$ cat src/rtl/asap1_pkg.sv
// Shared front-panel constants: button channel indices and the default debounce length.
package asap1_pkg;

    localparam int BTN_START_STOP = 0;
    localparam int BTN_STEP       = 1;
    localparam int BTN_SPEED      = 2;
    localparam int BTN_COUNT      = 3;

    // 10 ms at a 25 MHz clk_i.
    localparam int DEBOUNCE_CYCLES_DEFAULT = 250000;

endpackage

$ cat src/rtl/button_conditioner_if.sv
// Button bundle between the raw front-panel pins and the conditioned level/pulse outputs.
interface button_conditioner_if
    import asap1_pkg::*;
#(
    parameter int N_BTN = BTN_COUNT
);

    // No handshake: btn_press_o / btn_release_o are single-cycle strobes, valid for exactly
    // the one clk_i cycle they are high; btn_level_o is a level that is always valid.
    logic [N_BTN-1:0] btn_raw_i;
    logic [N_BTN-1:0] btn_level_o;
    logic [N_BTN-1:0] btn_press_o;
    logic [N_BTN-1:0] btn_release_o;

    modport master (
        output btn_raw_i,
        input  btn_level_o,
        input  btn_press_o,
        input  btn_release_o
    );

    modport slave (
        input  btn_raw_i,
        output btn_level_o,
        output btn_press_o,
        output btn_release_o
    );

endinterface

$ cat src/rtl/debounce_channel.sv
// One button: two-flop synchroniser, saturating-by-accept debounce counter, stable level
// and registered press/release strobes.
module debounce_channel
    import asap1_pkg::*;
#(
    parameter int DEBOUNCE_CYCLES = DEBOUNCE_CYCLES_DEFAULT
) (
    input  logic clk_i,
    input  logic rst,
    input  logic raw,
    output logic level,
    output logic press,
    output logic rel
);

    localparam int CW = $clog2(DEBOUNCE_CYCLES);
    localparam logic [CW-1:0] CNT_LAST = CW'(DEBOUNCE_CYCLES - 1);

    logic          sync_q1;
    logic          sync_q2;
    logic          stable_q;
    logic [CW-1:0] cnt_q;
    logic          press_q;
    logic          rel_q;

    always_ff @(posedge clk_i or negedge rst) begin
        if (!rst) begin
            sync_q1  <= 1'b0;
            sync_q2  <= 1'b0;
            stable_q <= 1'b0;
            cnt_q    <= '0;
            press_q  <= 1'b0;
            rel_q    <= 1'b0;
        end else begin
            sync_q1 <= raw;
            sync_q2 <= sync_q1;
            press_q <= 1'b0;
            rel_q   <= 1'b0;
            // Any return to the accepted level restarts the count, so bounce never half-accepts.
            if (sync_q2 == stable_q) begin
                cnt_q <= '0;
            end else if (cnt_q < CNT_LAST) begin
                cnt_q <= cnt_q + 1'b1;
            end else begin
                stable_q <= sync_q2;
                cnt_q    <= '0;
                press_q  <= sync_q2;
                rel_q    <= ~sync_q2;
            end
        end
    end

    assign level = stable_q;
    assign press = press_q;
    assign rel   = rel_q;

endmodule

$ cat src/rtl/button_conditioner.sv
// Front-panel conditioner: N_BTN independent debounce channels feeding clock_module's
// start/stop, step and speed controls.
module button_conditioner
    import asap1_pkg::*;
#(
    parameter int N_BTN           = BTN_COUNT,
    parameter int DEBOUNCE_CYCLES = DEBOUNCE_CYCLES_DEFAULT,
    parameter bit BTN_ACTIVE_LOW  = 1'b0
) (
    input  logic              clk_i,
    input  logic              rst,
    button_conditioner_if.slave btn
);

    logic [N_BTN-1:0] raw_pressed;
    logic [N_BTN-1:0] level_w;
    logic [N_BTN-1:0] press_w;
    logic [N_BTN-1:0] rel_w;

    // Normalise polarity before the synchroniser so "pressed" is 1 and reset means released.
    assign raw_pressed = BTN_ACTIVE_LOW ? ~btn.btn_raw_i : btn.btn_raw_i;

    for (genvar i = 0; i < N_BTN; i++) begin : g_ch
        debounce_channel #(
            .DEBOUNCE_CYCLES(DEBOUNCE_CYCLES)
        ) u_ch (
            .clk_i(clk_i),
            .rst  (rst),
            .raw  (raw_pressed[i]),
            .level(level_w[i]),
            .press(press_w[i]),
            .rel  (rel_w[i])
        );
    end

    assign btn.btn_level_o   = level_w;
    assign btn.btn_press_o   = press_w;
    assign btn.btn_release_o = rel_w;

endmodule

$ cat src/flat_wrapper.sv
// flat-port wrapper written by rule: the top's interface ports become plain ports
module button_conditioner_flat import asap1_pkg::*;
#(
    parameter int N_BTN           = BTN_COUNT,
    parameter int DEBOUNCE_CYCLES = DEBOUNCE_CYCLES_DEFAULT,
    parameter bit BTN_ACTIVE_LOW  = 1'b0
)
  (clk_i, rst, btn_btn_raw_i, btn_btn_level_o, btn_btn_press_o, btn_btn_release_o);
  button_conditioner_if #(.N_BTN(N_BTN)) btn_i ();
  input  logic clk_i;
  input  logic rst;
  input wire logic [$bits(btn_i.btn_raw_i)-1:0] btn_btn_raw_i;
  output wire logic [$bits(btn_i.btn_level_o)-1:0] btn_btn_level_o;
  output wire logic [$bits(btn_i.btn_press_o)-1:0] btn_btn_press_o;
  output wire logic [$bits(btn_i.btn_release_o)-1:0] btn_btn_release_o;
  assign btn_i.btn_raw_i = btn_btn_raw_i;
  assign btn_btn_level_o = btn_i.btn_level_o;
  assign btn_btn_press_o = btn_i.btn_press_o;
  assign btn_btn_release_o = btn_i.btn_release_o;
  button_conditioner #(.N_BTN(N_BTN), .DEBOUNCE_CYCLES(DEBOUNCE_CYCLES), .BTN_ACTIVE_LOW(BTN_ACTIVE_LOW)) u_core (.clk_i(clk_i), .rst(rst), .btn(btn_i));
endmodule
$ cat config.mk
export PLATFORM = sky130hd
export DESIGN_NAME = button_conditioner_flat
export DESIGN_NICKNAME = d
export VERILOG_FILES = /design/src/rtl/asap1_pkg.sv /design/src/rtl/button_conditioner_if.sv /design/src/rtl/debounce_channel.sv /design/src/rtl/button_conditioner.sv /design/src/flat_wrapper.sv
export SDC_FILE = /design/constraint.sdc
export NUM_CORES = 1
export LEC_CHECK = 0
export CAP_MARGIN = 20
export CORE_MARGIN = 2
export CORE_UTILIZATION = 40
export CTS_CLUSTER_SIZE = 8
export DETAILED_ROUTE_END_ITERATION = 10
export DONT_BUFFER_PORTS = 1
export GPL_TIMING_DRIVEN = 0
export PLACE_DENSITY = 0.57
export SKIP_CTS_REPAIR_TIMING = 1
export SYNTH_ARGS = -nofsm -noshare
export SYNTH_HDL_FRONTEND = slang
export SYNTH_SLANG_ARGS = --single-unit
$ cat constraint.sdc
create_clock -name clk_i -period 1.8 [get_ports clk_i]
set_input_delay 0.18 -clock clk_i [delete_from_list [all_inputs] [get_ports clk_i]]
set_output_delay 0.18 -clock clk_i [all_outputs]
set_load 0.1 [all_outputs]
==> results of run 1 <==
==> where the power goes <==
| group | internal (mW) | leakage, nW | switching (mW) |
|---|---|---|---|
| Combinational | 0.0549 | 0.576 | 0.0767 |
| Sequential | 1.57 | 0.938 | 0.0233 |
| Clock | 0.780 | 0.110 | 0.564 |
==> layer usage <==
metal	share of wire	up-vias	track usage	routed length, µm
met5	0	-	0	0
met4	0.012	0	0.0512	74
met3	0.030	8	0.0379	184
met2	0.46	29	0.221	2820
met1	0.50	1116	0.202	3040
li1	-	1162	-	-
==> cells in the final DEF (no fill, tap or decap), types with 3 or more instances in the layout <==
master                          netlist  final
sky130_fd_sc_hd__dfrtp_1             69     66
sky130_fd_sc_hd__nor2_1              56     56
sky130_fd_sc_hd__xnor2_1             29     29
sky130_fd_sc_hd__buf_4                9     19
sky130_fd_sc_hd__nand3_1             19     18
sky130_fd_sc_hd__xor2_1              18     18
sky130_fd_sc_hd__nand4_1             17     17
sky130_fd_sc_hd__nor4_1              12     12
sky130_fd_sc_hd__nand2_1             11     11
sky130_fd_sc_hd__nor3_1              10      9
sky130_fd_sc_hd__clkbuf_8             0      9
sky130_fd_sc_hd__inv_1                8      8
sky130_fd_sc_hd__and4_1               8      8
sky130_fd_sc_hd__and3_1               6      6
sky130_fd_sc_hd__o21ai_0              5      5
sky130_fd_sc_hd__nor3b_1              4      4
sky130_fd_sc_hd__dlygate4sd3_1        0      4
sky130_fd_sc_hd__buf_6                3      3
sky130_fd_sc_hd__dfrtp_2              0      3
==> state kept, by name, indices dropped and copies added (netlist names) <==
| register | flops |
|---|---|
| u_core.g_ch.u_ch.cnt_q | 54 |
| u_core.g_ch.u_ch.level | 3 |
| u_core.g_ch.u_ch.press | 3 |
| u_core.g_ch.u_ch.rel | 3 |
| u_core.g_ch.u_ch.sync_q1 | 3 |
| u_core.g_ch.u_ch.sync_q2 | 3 |
==> worst paths after layout <==
| kind | endpoint | slack (ps) | cells after the start |
|---|---|---|---|
| worst max-delay path | u_core.g_ch[2].u_ch.level | 50 | 5 |
| worst min-delay path | u_core.g_ch[2].u_ch.sync_q2 | 350 | 0 |
| worst max register to register | u_core.g_ch[2].u_ch.level | 50 | 5 |
| worst min register to register | u_core.g_ch[2].u_ch.sync_q2 | 350 | 0 |
| max in group asynchronous | u_core.g_ch[2].u_ch.cnt_q[0] | 1120 | 2 |
| min in group asynchronous | u_core.g_ch[1].u_ch.cnt_q[6] | 390 | 2 |
==> area by class of cell <==
type,instances,area share
clock inverter,6,0.0226
inverter,8,0.00775
multi-input combinational,226,0.387
tap,105,0.0339
sequential,69,0.447
timing repair buffer,14,0.0349
buffer,18,0.0339
clock buffer,10,0.0329
==> metrics by stage <==
| stage | TNS [ps] | setup WS, ps | utilization |
|---|---|---|---|
| after floorplan | 0 | 113 | - |
| after CTS | -1120 | -85.4 | 0.453 |
| after global placement | -515 | -53.7 | 0.426 |
| final | 0 | 49.8 | 0.474 |
| after detailed placement | -586 | -60.2 | 0.426 |
| after global routing | -5.29 | -2.63 | 0.474 |
==> kinds of logic after synthesis <==
| group | synth area share |
|---|---|
| buffers and inverters | 0.0474 |
| xor gates and xnor gates | 0.123 |
| AOI/OAI and AO/OA | 0.0489 |
| and+or+nand+nor | 0.247 |
| adders and majority gates | 0.0112 |
| DFF | 0.515 |
| muxes | 0.00783 |
==> worst reg2reg max path: stages, from the launching register on <==
cell and delay (ps):
sky130_fd_sc_hd__dfrtp_2 420, sky130_fd_sc_hd__ha_4 180, sky130_fd_sc_hd__nand3_2 90, sky130_fd_sc_hd__a2111o_1 480
sky130_fd_sc_hd__o21a_2 170, sky130_fd_sc_hd__mux2_4 300
==> impl_metrics.yaml, run 1 <==
detailed_routing:
  drt-total-wl_um: 6110
  vias_per_cell: 5.08
  first_iter_violations: 57
  detail_route.drc_violations: 0
  first_pass_iters: 4
  wl_per_cell_um: 13.4
  route.vias.total: 2315
  postRouteAntennaNets: 0
global_routing:
  initial_antenna_violation_count: 0
  gr-total-overflow: 0
  track_usage: 0.146
  grt_pass1_vias: 2170
  grt_start_max_net_pins: 70
  grt_pass1_wl_um: 10300
layout:
  area.sequential_mm2: 0.00173
  fin_nets: 354
  antenna-diode-count: 0
  multi_input_comb_area_mm2: 0.00150
  fin_area_mm2: 0.00387
  post_layout_nonfiller_instances: 456
  filler_cells: 772
  p_r_area_growth_vs_syn_pct: 15.5
  post_route_cells_drive_above_1_share: 0.174
run:
  maxCapViolations: 0
min_path:
  hp-class: "reg -> reg"
  hp-start: "u_core.g_ch[2].u_ch.sync_q1"
setup_path:
  timing.critical_path.buf_inv: 0
  worstPathMaxFanout: 4
  slowest_stage: "sky130_fd_sc_hd__a2111o_1"
  worst_r2r_startpoint: "u_core.g_ch[2].u_ch.cnt_q[0]"
  timing.critical_path.arrival_ps: 1970
  crit_family: "compound AO/OA/AOI/OAI gates"
  worst_setup_path_startpoint: "u_core.g_ch[2].u_ch.cnt_q[0]"
  worstPathCellList: "ha_4 > nand3_2 > a2111o_1 > o21a_2 > mux2_4"
  slowest_delay_ps: 480
  worst_setup_path_start_kind: "flip-flop"
  end_kind: "flip-flop"
  path_class: "reg -> reg"
  worst_ep_required_time_ps: 2020
die:
  fp.dieW_um: 95.6
  die_height_um: 95.6
  die_area_mm2: 0.00913
  core-area_mm2: 0.00818
  boundaryPins: 14
  initial_core_util: 0.410
  core.rowCount: 33
timing:
  report.final.setup_viol: 0
  fin_skew_ps: 14.6
  timing.final.hold_violations: 0
  worst_hold_slack_ps: 350
  fin_crit_sh: 0.972
  slew_headroom: 0.683
  slew_violations: 0
  fmax_mhz: 571
  min_period_ps: 1750
  tightest_slew_ps: 471
yosys:
  synth.distinct_cells: 44
  synth-seq-cells: 69
  postSynthNetCount: 329
  synth.cells.most_frequent: "sky130_fd_sc_hd__dfrtp_1, sky130_fd_sc_hd__nor2_1, sky130_fd_sc_hd__xnor2_1"
  synth_edf_count: 0
  post-synth-top-area-fraction: 0.515
  summed_instance_area_of_the_synthesized_netlist_mm2: 0.00335
  synth-async-reset-ratio: 1.00
  synth_seq_area_share: 0.515
  cell_type_with_the_highest_aggregate_area_in_the_netlist: "sky130_fd_sc_hd__dfrtp_1"
  post_syn_area_per_cell_um2: 10.5
  dominant_cell_by_count_in_the_synthesized_netlist: "sky130_fd_sc_hd__dfrtp_1"
  ys_warn_count: 0
  synthesis.instances: 321
  synthTopCellsByArea: "sky130_fd_sc_hd__dfrtp_1, sky130_fd_sc_hd__xnor2_1, sky130_fd_sc_hd__nor2_1, sky130_fd_sc_hd__xor2_1, sky130_fd_sc_hd__nand4_1"
  ys.flop_type: "sky130_fd_sc_hd__dfrtp_1"
pwr:
  total_power_mw: 3.07
  power-per-cell-area_mw_per_mm2: 793
  leakage_nw: 1.62
  ir_worst_vdd_mv: 0.393
clock_tree:
  ctsRootBufferMaster: "sky130_fd_sc_hd__clkbuf_8"
  cts-htree-levels: 3
  clkTransAtPathRegs_ps: 70
  cts-buffers-inserted: 9
  max_clock_buf_depth: 2
  clk_latency_ps: 340
  clock_sink_count: 69
  tritoncts: "built"
run_status:
  run_status: "finished clean"
placed_design:
  hpwlAfterDp_um: 3950
  portBuffers: 0
  gp_routability_congestion: 0.780
  dpl-instance-area_mm2: 0.00349
  dpl.cell_count: 426
Power figures use the tool's default switching activity.
==> run 2, diff against run 1 <==
- PLACE_DENSITY: 0.57 -> 0.55
- clock period: 1.8 -> 2.3 ns (I/O delays scaled with it)
==> run 2 against run 1 <==
- total power is 18% lower
- setup slack improved by 430 ps
- sequential cell count unchanged
- routed wire length fell by 0.25%
- final cell count is 2.0% lower
- clock skew down 7.6 ps
- largest cell class unchanged
==> impl_metrics.yaml, run 2 (synthesis results as in run 1) <==
layout:
  filler_cells: 793
  post_route_cells_drive_above_1_share: 0.129
  mostFrequentLayoutCell: "sky130_fd_sc_hd__dfrtp_1"
  p_r_area_growth_vs_syn_pct: 13.1
  fin_nets: 345
  max_ffs_per_register: 54
  registers.top_by_ff_count: "u_core.g_ch.u_ch.cnt_q"
  most-common-layout-cells: "sky130_fd_sc_hd__dfrtp_1, sky130_fd_sc_hd__nor2_1, sky130_fd_sc_hd__xnor2_1"
  antenna-diode-count: 0
setup_path:
  timing.critical_path.arrival_ps: 2040
  worst_r2r_startpoint: "u_core.g_ch[2].u_ch.cnt_q[0]"
  worst_setup_path_start_kind: "flip-flop"
  reg2reg_setup_slack_ps: 480
  end_kind: "flip-flop"
  path_class: "reg -> reg"
  worstPathMaxFanout: 6
  reg2regPathDepth: 5
  critical_path.reg2reg.endpoint: "u_core.g_ch[2].u_ch.level"
  worst_ep_required_time_ps: 2520
die:
  die_area_mm2: 0.00913
  boundaryPins: 14
  fp.dieW_um: 95.6
  initial_core_util: 0.410
  die_height_um: 95.6
  core-area_mm2: 0.00818
  core.rowCount: 33
min_path:
  hp-start: "u_core.g_ch[1].u_ch.sync_q1"
  hp-class: "reg -> reg"
  timing.hold.worst_path_depth: 0
  hold_end: "u_core.g_ch[1].u_ch.sync_q2"
global_routing:
  initial_antenna_violation_count: 0
  track_usage: 0.152
  grt_pass1_wl_um: 10800
  grt_pass1_vias: 2320
  gr-total-overflow: 0
  grt_start_max_net_pins: 70
detailed_routing:
  wl_per_cell_um: 13.6
  vias_per_cell: 5.09
  drt-total-wl_um: 6100
  postRouteAntennaNets: 0
  route.vias.total: 2276
  first_pass_iters: 4
  detail_route.drc_violations: 0
  first_iter_violations: 83
timing:
  min_period_ps: 1820
  report.final.setup_viol: 0
  slew_headroom: 0.709
  fmax_mhz: 550
  tightest_slew_ps: 432
  fin_crit_sh: 0.790
  timing.setup.tns_ps: 0
  grt_setup_unrepaired: "false"
  timing.final.hold_violations: 0
  fin_skew_ps: 7.06
  slew_violations: 0
placed_design:
  hpwlAfterDp_um: 4000
  gp_routability_congestion: 0.761
  portBuffers: 0
pwr:
  leakage_nw: 1.59
  power-per-cell-area_mw_per_mm2: 665
  total_power_mw: 2.52
  ir_worst_vdd_mv: 0.338
clock_tree:
  clk_latency_ps: 330
  max_clock_buf_depth: 2
  tritoncts: "built"
  cts-htree-levels: 3
  clkTransAtPathRegs_ps: 70
  clock_sink_count: 69
  cts-buffers-inserted: 9
  ctsRootBufferMaster: "sky130_fd_sc_hd__clkbuf_8"
run_status:
  run_status: "finished clean"
run:
  maxCapViolations: 0
==> run 2: cell types whose count changed in the layout (fill, tap and decap cells not counted), sizes merged <==
cell    previous run  this run
buf               25        16
clkinv             4         1
clkbuf            13        15
bufinv             2         3
==> run 2: final cells by class <==
| class | count | area [µm²] | share of cell area |
|---|---|---|---|
| inverter | 8 | 30.0 | 0.00792 |
| clock inverter | 4 | 95.1 | 0.0251 |
| tap | 105 | 131 | 0.0346 |
| clock buffer | 12 | 145 | 0.0383 |
| timing repair buffer | 5 | 67.6 | 0.0178 |
| buffer | 18 | 129 | 0.0340 |
| sequential | 69 | 1730 | 0.455 |
| multi-input combinational | 226 | 1470 | 0.387 |
==> run 2: worst max path at each step <==
stage	startpoint	endpoint	slack, ps	cells past startpoint
3_3_place_gp	u_core.g_ch[0].u_ch.cnt_q[0]	u_core.g_ch[0].u_ch.cnt_q[12]	470	6
3_5_place_dp	u_core.g_ch[0].u_ch.cnt_q[0]	u_core.g_ch[0].u_ch.cnt_q[16]	460	6
5_1_grt	u_core.g_ch[0].u_ch.cnt_q[0]	u_core.g_ch[0].u_ch.cnt_q[12]	310	6
2_1_floorplan	u_core.g_ch[2].u_ch.cnt_q[0]	u_core.g_ch[2].u_ch.level	610	5
4_1_cts	u_core.g_ch[0].u_ch.cnt_q[0]	u_core.g_ch[0].u_ch.cnt_q[16]	450	6
6_report	u_core.g_ch[2].u_ch.cnt_q[0]	u_core.g_ch[2].u_ch.level	480	5
==> run 2: per-stage QoR <==
| step | hold slack [ps] | setup slack [ps] | utilization | instances | cell area (µm²) |
|---|---|---|---|---|---|
| floorplan | -65.6 | 613 | - | 321 | 3350 |
| global placement | -63.8 | 467 | 0.426 | 426 | 3490 |
| detailed placement | -63.0 | 457 | 0.426 | 426 | 3490 |
| CTS | -436 | 452 | 0.456 | 442 | 3730 |
| global route | 377 | 309 | 0.464 | 447 | 3790 |
| finish | 357 | 482 | 0.464 | 447 | 3790 |
==> run 2: metal layers <==
metal	wire length (µm)	GRT usage	vias to the layer above
met5	0	0	-
met4	64	0.0500	0
met3	189	0.0403	6
met2	2800	0.243	28
met1	3040	0.200	1099
li1	-	-	1143
==> run 2: power by group <==
group | leakage [nW] | switching [mW] | total [mW] | internal, mW
logic | 0.531 | 0.0536 | 0.0837 | 0.0300
registers | 0.943 | 0.0191 | 1.25 | 1.23
clock network | 0.121 | 0.439 | 1.19 | 0.750
==> run 2: critical path, stage by stage, from the launching register on <==
cell and delay, ps:
sky130_fd_sc_hd__dfrtp_1 450, sky130_fd_sc_hd__ha_1 230, sky130_fd_sc_hd__nand3_1 120, sky130_fd_sc_hd__a2111o_1 440, sky130_fd_sc_hd__o21a_2 170, sky130_fd_sc_hd__mux2_4 290
==> run 3, diff against run 2 <==
- clock period: 2.3 -> 1.9 ns (I/O delays scaled with it)
==> run 3 against run 2 <==
- first-iteration DRC count increased by 11%
- core utilization rose by 0.092 points
- highest routed layer unchanged
- clock power increased by 21%
- largest cell class unchanged
- largest power group unchanged
- total power up 21%
- critical path depth did not move
==> impl_metrics.yaml, run 3 (synthesis results as in run 1) <==
layout:
  multi_input_comb_area_mm2: 0.00148
  mostFrequentLayoutCell: "sky130_fd_sc_hd__dfrtp_1"
  antenna-diode-count: 0
  post_layout_nonfiller_instances: 447
  filler_cells: 793
  fin_area_mm2: 0.00380
  fin_nets: 345
  post_route_cells_drive_above_1_share: 0.129
  registers.top_by_ff_count: "u_core.g_ch.u_ch.cnt_q"
  max_ffs_per_register: 54
  p_r_area_growth_vs_syn_pct: 13.3
  area.sequential_mm2: 0.00173
  share_of_the_core_filled_with_cells_in_the_final_layout: 0.465
  most-common-layout-cells: "sky130_fd_sc_hd__dfrtp_1, sky130_fd_sc_hd__nor2_1, sky130_fd_sc_hd__xnor2_1"
setup_path:
  timing.critical_path.arrival_ps: 2030
  worstPathMaxFanout: 6
  end_kind: "flip-flop"
  path_class: "reg -> reg"
  worst_setup_path_start_kind: "flip-flop"
  worst_ep_required_time_ps: 2120
die:
  die_height_um: 95.6
  core-area_mm2: 0.00818
  boundaryPins: 14
  die_area_mm2: 0.00913
  fp.dieW_um: 95.6
  initial_core_util: 0.410
  core.rowCount: 33
detailed_routing:
  postRouteAntennaNets: 0
  first_pass_iters: 4
  route.vias.total: 2267
  first_iter_violations: 92
  vias_per_cell: 5.07
  drt-total-wl_um: 6120
  wl_per_cell_um: 13.7
  detail_route.drc_violations: 0
global_routing:
  gr-total-overflow: 0
  grt_util_met2: 0.243
  busiest_layer: "met2"
  groute.layer.met3.usage: 0.0403
  grt_pass1_vias: 2320
  track_usage: 0.152
  groute.layer.met1.usage: 0.200
  grt_pass1_wl_um: 10800
  grt_start_max_net_pins: 70
  initial_antenna_violation_count: 0
placed_design:
  gp_routability_congestion: 0.761
  portBuffers: 0
  dpl-instance-area_mm2: 0.00349
  hpwlAfterDp_um: 4000
  dpl.cell_count: 426
  post_place_setup_slack_ps: 57.3
timing:
  report.final.setup_viol: 0
  tightest_slew_ps: 501
  grt_setup_unrepaired: "false"
  timing.final.hold_violations: 0
  worst_hold_slack_ps: 357
  final_critical_path_setup_slack_ps: 84.0
  slew_violations: 0
  fmax_mhz: 551
  timing.setup.tns_ps: 0
  min_period_ps: 1820
  fin_skew_ps: 7.06
  slew_headroom: 0.663
  fin_crit_sh: 0.956
run_status:
  run_status: "finished clean"
pwr:
  power-per-cell-area_mw_per_mm2: 805
  total_power_mw: 3.06
  ir_worst_vdd_mv: 0.411
  leakage_nw: 1.60
clock_tree:
  ctsRootBufferMaster: "sky130_fd_sc_hd__clkbuf_8"
  clkTransAtPathRegs_ps: 70
  clock_sink_count: 69
  tritoncts: "built"
  max_clock_buf_depth: 2
  cts-htree-levels: 3
  cts-buffers-inserted: 9
  clk_latency_ps: 330
min_path:
  hp-class: "reg -> reg"
run:
  maxCapViolations: 0
run 3: cell counts in the layout (fill, tap and decap cells not counted):
No cell type changed its count.
run 3: final timing paths:
path                       slack (ps)  depth (start not counted)                          from                             to
max                                80                          5  u_core.g_ch[2].u_ch.cnt_q[0]      u_core.g_ch[2].u_ch.level
min                               360                          0   u_core.g_ch[1].u_ch.sync_q1    u_core.g_ch[1].u_ch.sync_q2
max reg2reg                        80                          5  u_core.g_ch[2].u_ch.cnt_q[0]      u_core.g_ch[2].u_ch.level
min reg2reg                       360                          0   u_core.g_ch[1].u_ch.sync_q1    u_core.g_ch[1].u_ch.sync_q2
max in group asynchronous        1180                          2                           rst   u_core.g_ch[1].u_ch.cnt_q[3]
min in group asynchronous         450                          2                           rst  u_core.g_ch[0].u_ch.cnt_q[11]
run 3: per-layer routing:
metal,part of all wire,routed length (µm)
met1,0.50,3060
met2,0.46,2800
met3,0.032,193
met4,0.010,64
met5,0,0
run 3: power by group:
group | leakage (nW) | switching (mW) | internal [mW]
logic | 0.532 | 0.0655 | 0.0369
clock network | 0.121 | 0.535 | 0.908
registers | 0.943 | 0.0230 | 1.49
total | 1.60 | 0.624 | 2.43
run 3: critical path, stage by stage, from the launching register on:
cell and delay [ps]:
sky130_fd_sc_hd__dfrtp_1 440, sky130_fd_sc_hd__ha_1 230, sky130_fd_sc_hd__nand3_1 120, sky130_fd_sc_hd__a2111o_1 440, sky130_fd_sc_hd__o21a_2 170, sky130_fd_sc_hd__mux2_4 290
run 3: cell type report:
| cell class | count | share of cell area |
|---|---|---|
| sequential | 69 | 0.454 |
| timing repair buffer | 5 | 0.0178 |
| tap | 105 | 0.0346 |
| clock inverter | 4 | 0.0250 |
| buffer | 18 | 0.0339 |
| inverter | 8 | 0.00790 |
| multi-input combinational | 226 | 0.388 |
| clock buffer | 12 | 0.0382 |
